### config.mk
export PLATFORM = sky130hd
export DESIGN_NAME = ahb_gpio_param
export DESIGN_NICKNAME = d
export VERILOG_FILES = /design/src/rtl/ahb_gpio_param.sv
export SDC_FILE = /design/constraint.sdc
export NUM_CORES = 1
export LEC_CHECK = 0
export CAP_MARGIN = 20
export CORE_MARGIN = 2
export CORE_UTILIZATION = 50
export CTS_CLUSTER_DIAMETER = 100
export DETAILED_ROUTE_END_ITERATION = 10
export PLACE_DENSITY_LB_ADDON = 0.3
export RECOVER_POWER = 100
export SETUP_SLACK_MARGIN = 0.3
export SYNTH_ARGS = -nofsm -noshare
export SYNTH_HDL_FRONTEND = slang
export SYNTH_SLANG_ARGS = --single-unit
### constraint.sdc
create_clock -name HCLK -period 2.7 [get_ports HCLK]
set_input_delay 0.81 -clock HCLK [delete_from_list [all_inputs] [get_ports HCLK]]
set_output_delay 0.81 -clock HCLK [all_outputs]
set_load 0.01 [all_outputs]
### src/rtl/ahb_gpio_param.sv
// ahb_gpio_param: parametrised AHB-Lite GPIO slave.
// Features: per-bit direction, SET/CLR/TGL output updates, per-bit edge
// interrupts with sticky W1C status, and parity on the pad ports.
// Optional macro AHB_GPIO_INPUT_SYNC_EN adds a 2-flop input synchronizer
// ahead of the sampled input register.
module ahb_gpio_param #(
  parameter int              WIDTH         = 16,
  parameter logic [WIDTH-1:0] DIR_RESET    = '0,
  parameter bit              IRQ_BOTH_EDGE = 1'b0
) (
  input  logic             HCLK,
  input  logic             HRESET,
  input  logic             HSEL,
  input  logic [31:0]      HADDR,
  input  logic [1:0]       HTRANS,
  input  logic             HWRITE,
  input  logic [31:0]      HWDATA,
  input  logic             HREADY,
  output logic             HREADYOUT,
  output logic [31:0]      HRDATA,
  input  logic [WIDTH:0]   GPIOIN,
  output logic [WIDTH:0]   GPIOOUT,
  input  logic             PARITYSEL,
  output logic             PARITYERR,
  output logic             IRQ
);

  localparam logic [2:0] OFF_DATA   = 3'd0;
  localparam logic [2:0] OFF_DIR    = 3'd1;
  localparam logic [2:0] OFF_SET    = 3'd2;
  localparam logic [2:0] OFF_CLR    = 3'd3;
  localparam logic [2:0] OFF_TGL    = 3'd4;
  localparam logic [2:0] OFF_IRQEN  = 3'd5;
  localparam logic [2:0] OFF_STATUS = 3'd6;

  // Address-phase capture
  logic             r_ap_valid;
  logic             r_ap_write;
  logic [2:0]       r_ap_off;

  // Architectural registers
  logic [WIDTH-1:0] r_out;
  logic [WIDTH-1:0] r_dir;
  logic [WIDTH-1:0] r_irqen;
  logic [WIDTH-1:0] r_status;
  logic [WIDTH:0]   r_in_s;
  logic [WIDTH-1:0] r_in_p;
  logic             r_parityerr;
  logic [31:0]      r_hrdata;

  // Next-state and helper wires
  logic             w_addr_valid;
  logic             w_wr;
  logic [WIDTH-1:0] w_wdata;
  logic [WIDTH-1:0] w_out_next;
  logic [WIDTH-1:0] w_dir_next;
  logic [WIDTH-1:0] w_irqen_next;
  logic [WIDTH-1:0] w_w1c;
  logic [WIDTH-1:0] w_status_next;
  logic [WIDTH:0]   w_in_s_next;
  logic [WIDTH-1:0] w_in_p_next;
  logic [WIDTH-1:0] w_edge;
  logic [WIDTH-1:0] w_data_view;
  logic [WIDTH-1:0] w_rd_word;
  logic [WIDTH-1:0] w_gpio_data;
  logic             w_unused;

  assign w_addr_valid = HSEL & HTRANS[1] & HREADY;
  assign w_wr         = r_ap_valid & r_ap_write;
  assign w_wdata      = HWDATA[WIDTH-1:0];

  // Address bits outside [4:2], HTRANS[0] and HWDATA above the GPIO width carry no meaning here
  assign w_unused = ^{HADDR[31:5], HADDR[1:0], HTRANS[0], HWDATA[31:WIDTH]};

`ifdef AHB_GPIO_INPUT_SYNC_EN
  logic [WIDTH:0] r_sync;

  // First synchronizer stage; r_in_s acts as the second stage
  always_ff @(posedge HCLK) begin
    if (HRESET) r_sync <= '0;
    else        r_sync <= GPIOIN;
  end

  assign w_in_s_next = r_sync;
`else
  assign w_in_s_next = GPIOIN;
`endif

  // Apply the data-phase write to the software-visible registers
  always_comb begin
    w_out_next   = r_out;
    w_dir_next   = r_dir;
    w_irqen_next = r_irqen;
    w_w1c        = '0;
    if (w_wr) begin
      case (r_ap_off)
        OFF_DATA:   w_out_next   = w_wdata;
        OFF_DIR:    w_dir_next   = w_wdata;
        OFF_SET:    w_out_next   = r_out | w_wdata;
        OFF_CLR:    w_out_next   = r_out & ~w_wdata;
        OFF_TGL:    w_out_next   = r_out ^ w_wdata;
        OFF_IRQEN:  w_irqen_next = w_wdata;
        OFF_STATUS: w_w1c        = w_wdata;
        default:    ;
      endcase
    end
  end

  // Per-bit edge detect, previous-sample tracking and read view
  generate
    for (genvar gi = 0; gi < WIDTH; gi++) begin : g_bit
      logic w_rise;
      logic w_fall;
      assign w_rise = r_in_s[gi] & ~r_in_p[gi];
      assign w_fall = ~r_in_s[gi] & r_in_p[gi];
      // Only input-configured bits can raise status
      assign w_edge[gi] = ~r_dir[gi] & (w_rise | (IRQ_BOTH_EDGE & w_fall));
      // A bit switching from output to input restarts edge history from its new sample
      assign w_in_p_next[gi] = (r_dir[gi] & ~w_dir_next[gi]) ? w_in_s_next[gi] : r_in_s[gi];
      assign w_data_view[gi] = w_dir_next[gi] ? w_out_next[gi] : w_in_s_next[gi];
    end
  endgenerate

  // Edge set takes priority over a same-cycle write-1-to-clear
  assign w_status_next = (r_status & ~w_w1c) | w_edge;

  // Read mux evaluated on post-update state so a write followed by a read sees the new value
  always_comb begin
    w_rd_word = '0;
    case (HADDR[4:2])
      OFF_DATA:   w_rd_word = w_data_view;
      OFF_DIR:    w_rd_word = w_dir_next;
      OFF_IRQEN:  w_rd_word = w_irqen_next;
      OFF_STATUS: w_rd_word = w_status_next;
      default:    w_rd_word = '0;
    endcase
  end

  // Capture the address phase; reset drops any pending data-phase write
  always_ff @(posedge HCLK) begin
    if (HRESET) begin
      r_ap_valid <= 1'b0;
      r_ap_write <= 1'b0;
      r_ap_off   <= '0;
    end else begin
      r_ap_valid <= w_addr_valid;
      r_ap_write <= HWRITE;
      r_ap_off   <= HADDR[4:2];
    end
  end

  // Register state update, input sampling, parity check and read data
  always_ff @(posedge HCLK) begin
    if (HRESET) begin
      r_out       <= '0;
      r_dir       <= DIR_RESET;
      r_irqen     <= '0;
      r_status    <= '0;
      r_in_s      <= '0;
      r_in_p      <= '0;
      r_parityerr <= 1'b0;
      r_hrdata    <= '0;
    end else begin
      r_out       <= w_out_next;
      r_dir       <= w_dir_next;
      r_irqen     <= w_irqen_next;
      r_status    <= w_status_next;
      r_in_s      <= w_in_s_next;
      r_in_p      <= w_in_p_next;
      r_parityerr <= (^r_in_s) ^ PARITYSEL;
      r_hrdata    <= (w_addr_valid & ~HWRITE) ? 32'(w_rd_word) : 32'd0;
    end
  end

  assign w_gpio_data = r_out & r_dir;
  assign GPIOOUT     = {(^w_gpio_data) ^ PARITYSEL, w_gpio_data};
  assign PARITYERR   = r_parityerr;
  assign IRQ         = |(r_status & r_irqen);
  assign HREADYOUT   = 1'b1;
  assign HRDATA      = r_hrdata;

endmodule

==> out/metrics.cfg, run 1 <==
[global_routing]
gr-total-overflow=0
grt_max_degree=103
grt_usage_pct=30.13
grt_first_pass_wirelength_um=33820
antenna_found_initial=0
grt_pass1_vias=6720

[final_layout]
layout.nets=1030
instances_no_fill=1094
fillers=1004
multi_input_area_um2=3894
fin_util_pct=67.27
drive_gt1_share_pct=15.51
regArea_um2=2385
antennaDiodeCount=0
area_delta_synth_final_pct=30.25
final_area_um2=8593

[cts]
cts_buffer_depth=2
cts_tree=done
ctsHtreeMaxLevel=4
cts_made_buffers=17
clk_pin_slew_ns=0.05
cts.sink_count=119
worstSkewPairLatency_ns=0.43
clockRootBuffer=clkbuf_16

[sta]
min_period_ns=2.854
period_share_pct=105.7
timing_max_transition_violations_final=103
fmax_mhz=350.4
setup_viol=1
hold_viol=0
whs_ns=0.5137
rsz0062_at_grt=yes
setup_tns_ns=-0.1543
tightest_slew_ns=2.222
slew_headroom_pct=-48.14
layout_setup_ws_ns=-0.1543
skew_ns=0.009207

[job]
drv_cap=1

[synth]
ys_top_cells_by_area=dfxtp_1 (36%), ha_1 (6.1%), a21oi_1 (5.8%), o21ai_0 (4.0%), nor2_1 (4.0%)
synth_area_leader_cell=dfxtp_1
synth_edf_count=0
yosysMostFrequentCell=dfxtp_1
netlist_area_um2=6598
synth-async-reset-ratio_pct=0
seq_area_frac_synth_pct=36.11
avgSynthCellArea_um2=8.362
synth_top_area_share_pct=36.11
synth_cells=789
synth_flop_cell=dfxtp_1
synth_seq_cells=119
ys_types=52
yosysWarningCount=0
synth_common_cells=dfxtp_1 (119), a21oi_1 (77), nor2_1 (70)

[power]
peakVddDrop_uv=469.1
p_leak_uw=0.003467
powerDensity_nw_per_um2=545.5

[drt]
ant_nets=0
drc=0
wl_per_cell_um=19.20
dr.pass1.iters=6
wl_um=21010
vias=6611
avgViaCountPerCell=6.043
first_iter_violations=615

[critical_path]
critPathMaxStageDelay_ns=0.47
slowest_stage=xnor3_1
start_kind=register
r2r_cells=7
crit_arrival_ns=2.04
cp_common_cell=xnor3_1
required_ns=1.89
crit_path_end_kind=primary output
cp_max_fo=2
critPathKind=register to primary output
worstPathCellList=and2_4, xnor2_4, xnor2_2, xnor3_1, xnor3_1, buf_2

[placed_design]
dp_hpwl_um=14130
placed_area_um2=7866
io_buffers=77
gp_congestion=0.9880
dp.cells=1062

[floorplanning]
core_um2=12770
pin_count=141
die_y_um=118.9
start_util_pct=51.65
die_x_um=118.9
rows=41
die_area_um2=14130

[hold_path]
hold_depth=2
hold_class=register to register

[outcome]
status=complete, but fails checks
violations=capacitance limit, slew limit, setup timing

==> layer usage <==
metal | track usage, % | vias to the layer above | share of wire [%]
met2 | 47.81 | 391 | 47
li1 | - | 3033 | -
met4 | 14.88 | 0 | 3.8
met1 | 37.72 | 3110 | 40
met3 | 8.238 | 77 | 9.5
met5 | 0 | - | 0
==> logic make-up after synthesis <==
logic type | after synthesis | synth area share [%]
simple gates | 238 | 18.76
flops | 119 | 36.11
compound gates | 242 | 23.59
xor+xnor | 31 | 4.741
buf+inv | 106 | 7.700
other cells | 2 | 0.1138
fa+ha+maj | 32 | 6.069
mux | 19 | 2.920
==> sequential cells by signal, summed over array words and instances (netlist names) <==
| name | cells |
|---|---|
| r_in_s | 17 |
| HRDATA | 16 |
| r_dir | 16 |
| r_in_p | 16 |
| r_irqen | 16 |
| r_out | 16 |
| r_status | 16 |
| r_ap_off | 3 |
| PARITYERR | 1 |
| r_ap_valid | 1 |
| r_ap_write | 1 |
==> worst paths after layout <==
check	slack, ns	endpoint	from
worst min-delay path	0.51	r_status[12]	r_status[12]
worst max-delay path	-0.15	GPIOOUT[16]	r_out[6]
worst min register to register	0.51	r_status[12]	r_status[12]
worst max register to register	0.39	HRDATA[15]	r_ap_off[0]
==> final cells by class <==
cell class / count / area share, %
repair buffers: 157 / 15.93
multi-input cells: 579 / 45.31
inverters: 35 / 1.529
well taps: 172 / 2.504
clock inverters: 10 / 1.456
flip-flops and latches: 119 / 27.75
clock buffers: 22 / 5.518
==> cells in the final DEF, fill, tap and decap left out, types with 15 or more instances in the layout <==
master,n
buf_4,77
nand3_1,51
nand2_1,19
nor2_1,70
nor2b_1,21
conb_1,17
clkdlybuf4s50_1,38
a21oi_1,77
a22oi_1,15
xnor2_1,23
clkbuf_16,17
mux2i_1,17
inv_1,34
dfxtp_1,117
a2bb2oi_1,15
dlygate4sd3_1,27
o21ai_0,53
nand2b_1,21
ha_1,32
and2_1,19
==> through the flow <==
| step | total power (uW) | setup WS [ns] |
|---|---|---|
| finish | 4688 | -0.1543 |
| global route | 4815 | -0.2211 |
| CTS | 4686 | -0.1638 |
| detailed placement | 2394 | -0.4484 |
| global placement | 2380 | -0.4288 |
| floorplan | 2188 | 0.3988 |
==> what timing repair did <==
item                                    in CTS  in global routing
endpoints found under the setup margin       4                 16
gates cloned                                 0                  0
setup buffers                                0                  0
gates resized for setup                     25                 19
hold buffers                                 0                  0
pin swaps                                    5                  3
==> where the power goes <==
group          switching (uW)  internal (uW)
Clock                     798           1510
Sequential               42.6           1810
Combinational             296            228
Total                    1140           3550
==> critical path, delay by kind of cell (launching register included) <==
family        cells  cell delay (ns)
xor+xnor          4             1.00
simple gates      1             0.18
flops             1             0.31
buf+inv           1             0.12
Note: power is estimated with default switching activity, not from simulation.
==> run 2: changes to the inputs <==
CORE_ASPECT_RATIO = 0.6   (was not set)
SKIP_CTS_REPAIR_TIMING = 1   (was not set)
==> run 2 against run 1 <==
The flow still finishes with violations (capacitance limit, slew limit, setup timing). Sequential share of layout area down 0.20 points. Global-route usage rose by 0.15 points. Sequential power is essentially flat. Cell count increased by 0.73%. Clock power is 3% higher. Critical endpoint unchanged. Largest cell class unchanged.
==> out/metrics.cfg, run 2 (synthesized netlist as in run 1, its figures left out) <==
[outcome]
status=complete, but fails checks
violations=capacitance limit, slew limit, setup timing

[cts]
cts.sink_count=119
ctsHtreeMaxLevel=4
cts_tree=done
worstSkewPairLatency_ns=0.43
clockRootBuffer=clkbuf_16
cts_made_buffers=17
clk_pin_slew_ns=0.06
cts_buffer_depth=2

[sta]
hold_viol=0
min_period_ns=2.920
rsz0062_at_grt=yes
fmax_mhz=342.5
setup_tns_ns=-0.2200
layout_setup_ws_ns=-0.2200
whs_ns=0.5061
slew_headroom_pct=-48.57
period_share_pct=108.1
skew_ns=0.009952
timing_max_transition_violations_final=103
setup_viol=1
tightest_slew_ns=2.229

[final_layout]
layout_common_cells=dfxtp_1 (114), buf_4 (84), a21oi_1 (77)
final_common_cell=dfxtp_1
antennaDiodeCount=0
fin_util_pct=67.46
layout.nets=1040
drive_gt1_share_pct=16.42
largest_reg_flops=17
largest_register=r_in_s
area_delta_synth_final_pct=31.41

[power]
peakVddDrop_uv=376.9
powerDensity_nw_per_um2=550.0
p_leak_uw=0.003472

[job]
drv_cap=1

[placed_design]
gp_congestion=0.9673
io_buffers=77
preCtsSetupSlack_ns=-0.4196
dp_hpwl_um=14760

[critical_path]
crit_path_end_kind=primary output
start_kind=register
critPathKind=register to primary output
required_ns=1.89
crit_arrival_ns=2.11
cp_max_fo=2

[drt]
drc=0
ant_nets=0
wl_per_cell_um=19.94
dr.pass1.iters=6
avgViaCountPerCell=6.153
first_iter_violations=875
vias=6781
wl_um=21970

[global_routing]
use_met2_pct=44.74
grt_pass1_vias=6191
gr-total-overflow=0
grt_use_met3_pct=7.183
grt_usage_pct=30.29
antenna_found_initial=0
top_usage_layer=met2
grt.met1_usage_pct=43.59
grt_max_degree=103
grt_first_pass_wirelength_um=33570

[floorplanning]
die_y_um=92.98
core_um2=12850
start_util_pct=51.33
rows=32
die_area_um2=14160
die_x_um=152.3
pin_count=141

[hold_path]
hold_class=register to register

run 2: power by group:
| part | switching, uW | internal, uW | total, uW |
|---|---|---|---|
| sequential | 49.1 | 1810 | 1860 |
| combinational | 294 | 237 | 531 |
| clock | 898 | 1480 | 2380 |
run 2: critical path: stages, from the launching register on:
cell     delay (ns)
dfxtp_2        0.33
and2_4         0.17
xnor2_2        0.14
xnor2_2        0.22
xnor3_1        0.49
xnor3_1        0.21
buf_2          0.12
run 2: cell type report:
cell class	instances	area, um2
multi-input combinational	579	3849
inverter	35	131.4
clock inverter	14	175.2
tap	170	212.7
clock buffer	18	439.2
fill	1001	4183
timing repair buffer	167	1474
sequential	119	2389
run 2: final timing paths:
kind,start,slack [ns],cells after the start,end
worst max-delay path,r_out[6],-0.22,6,GPIOOUT[16]
worst min-delay path,r_status[4],0.51,2,r_status[4]
worst max register to register,r_ap_off[1],0.03,6,HRDATA[9]
worst min register to register,r_status[4],0.51,2,r_status[4]
run 2: per-layer routing:
metal  share of wire [%]  up-vias
met5                   0        -
met4                 2.0        0
met3                  13       52
met2                  42      498
met1                  43     3189
li1                    -     3042
run 2: metrics by stage:
stage	cell area, um2	total power [uW]	instances
after CTS	8558	4741	1096
final	8670	4768	1102
after global placement	7944	2389	1064
after detailed placement	7944	2403	1064
after floorplan	6654	2188	804
after global routing	8670	4892	1102
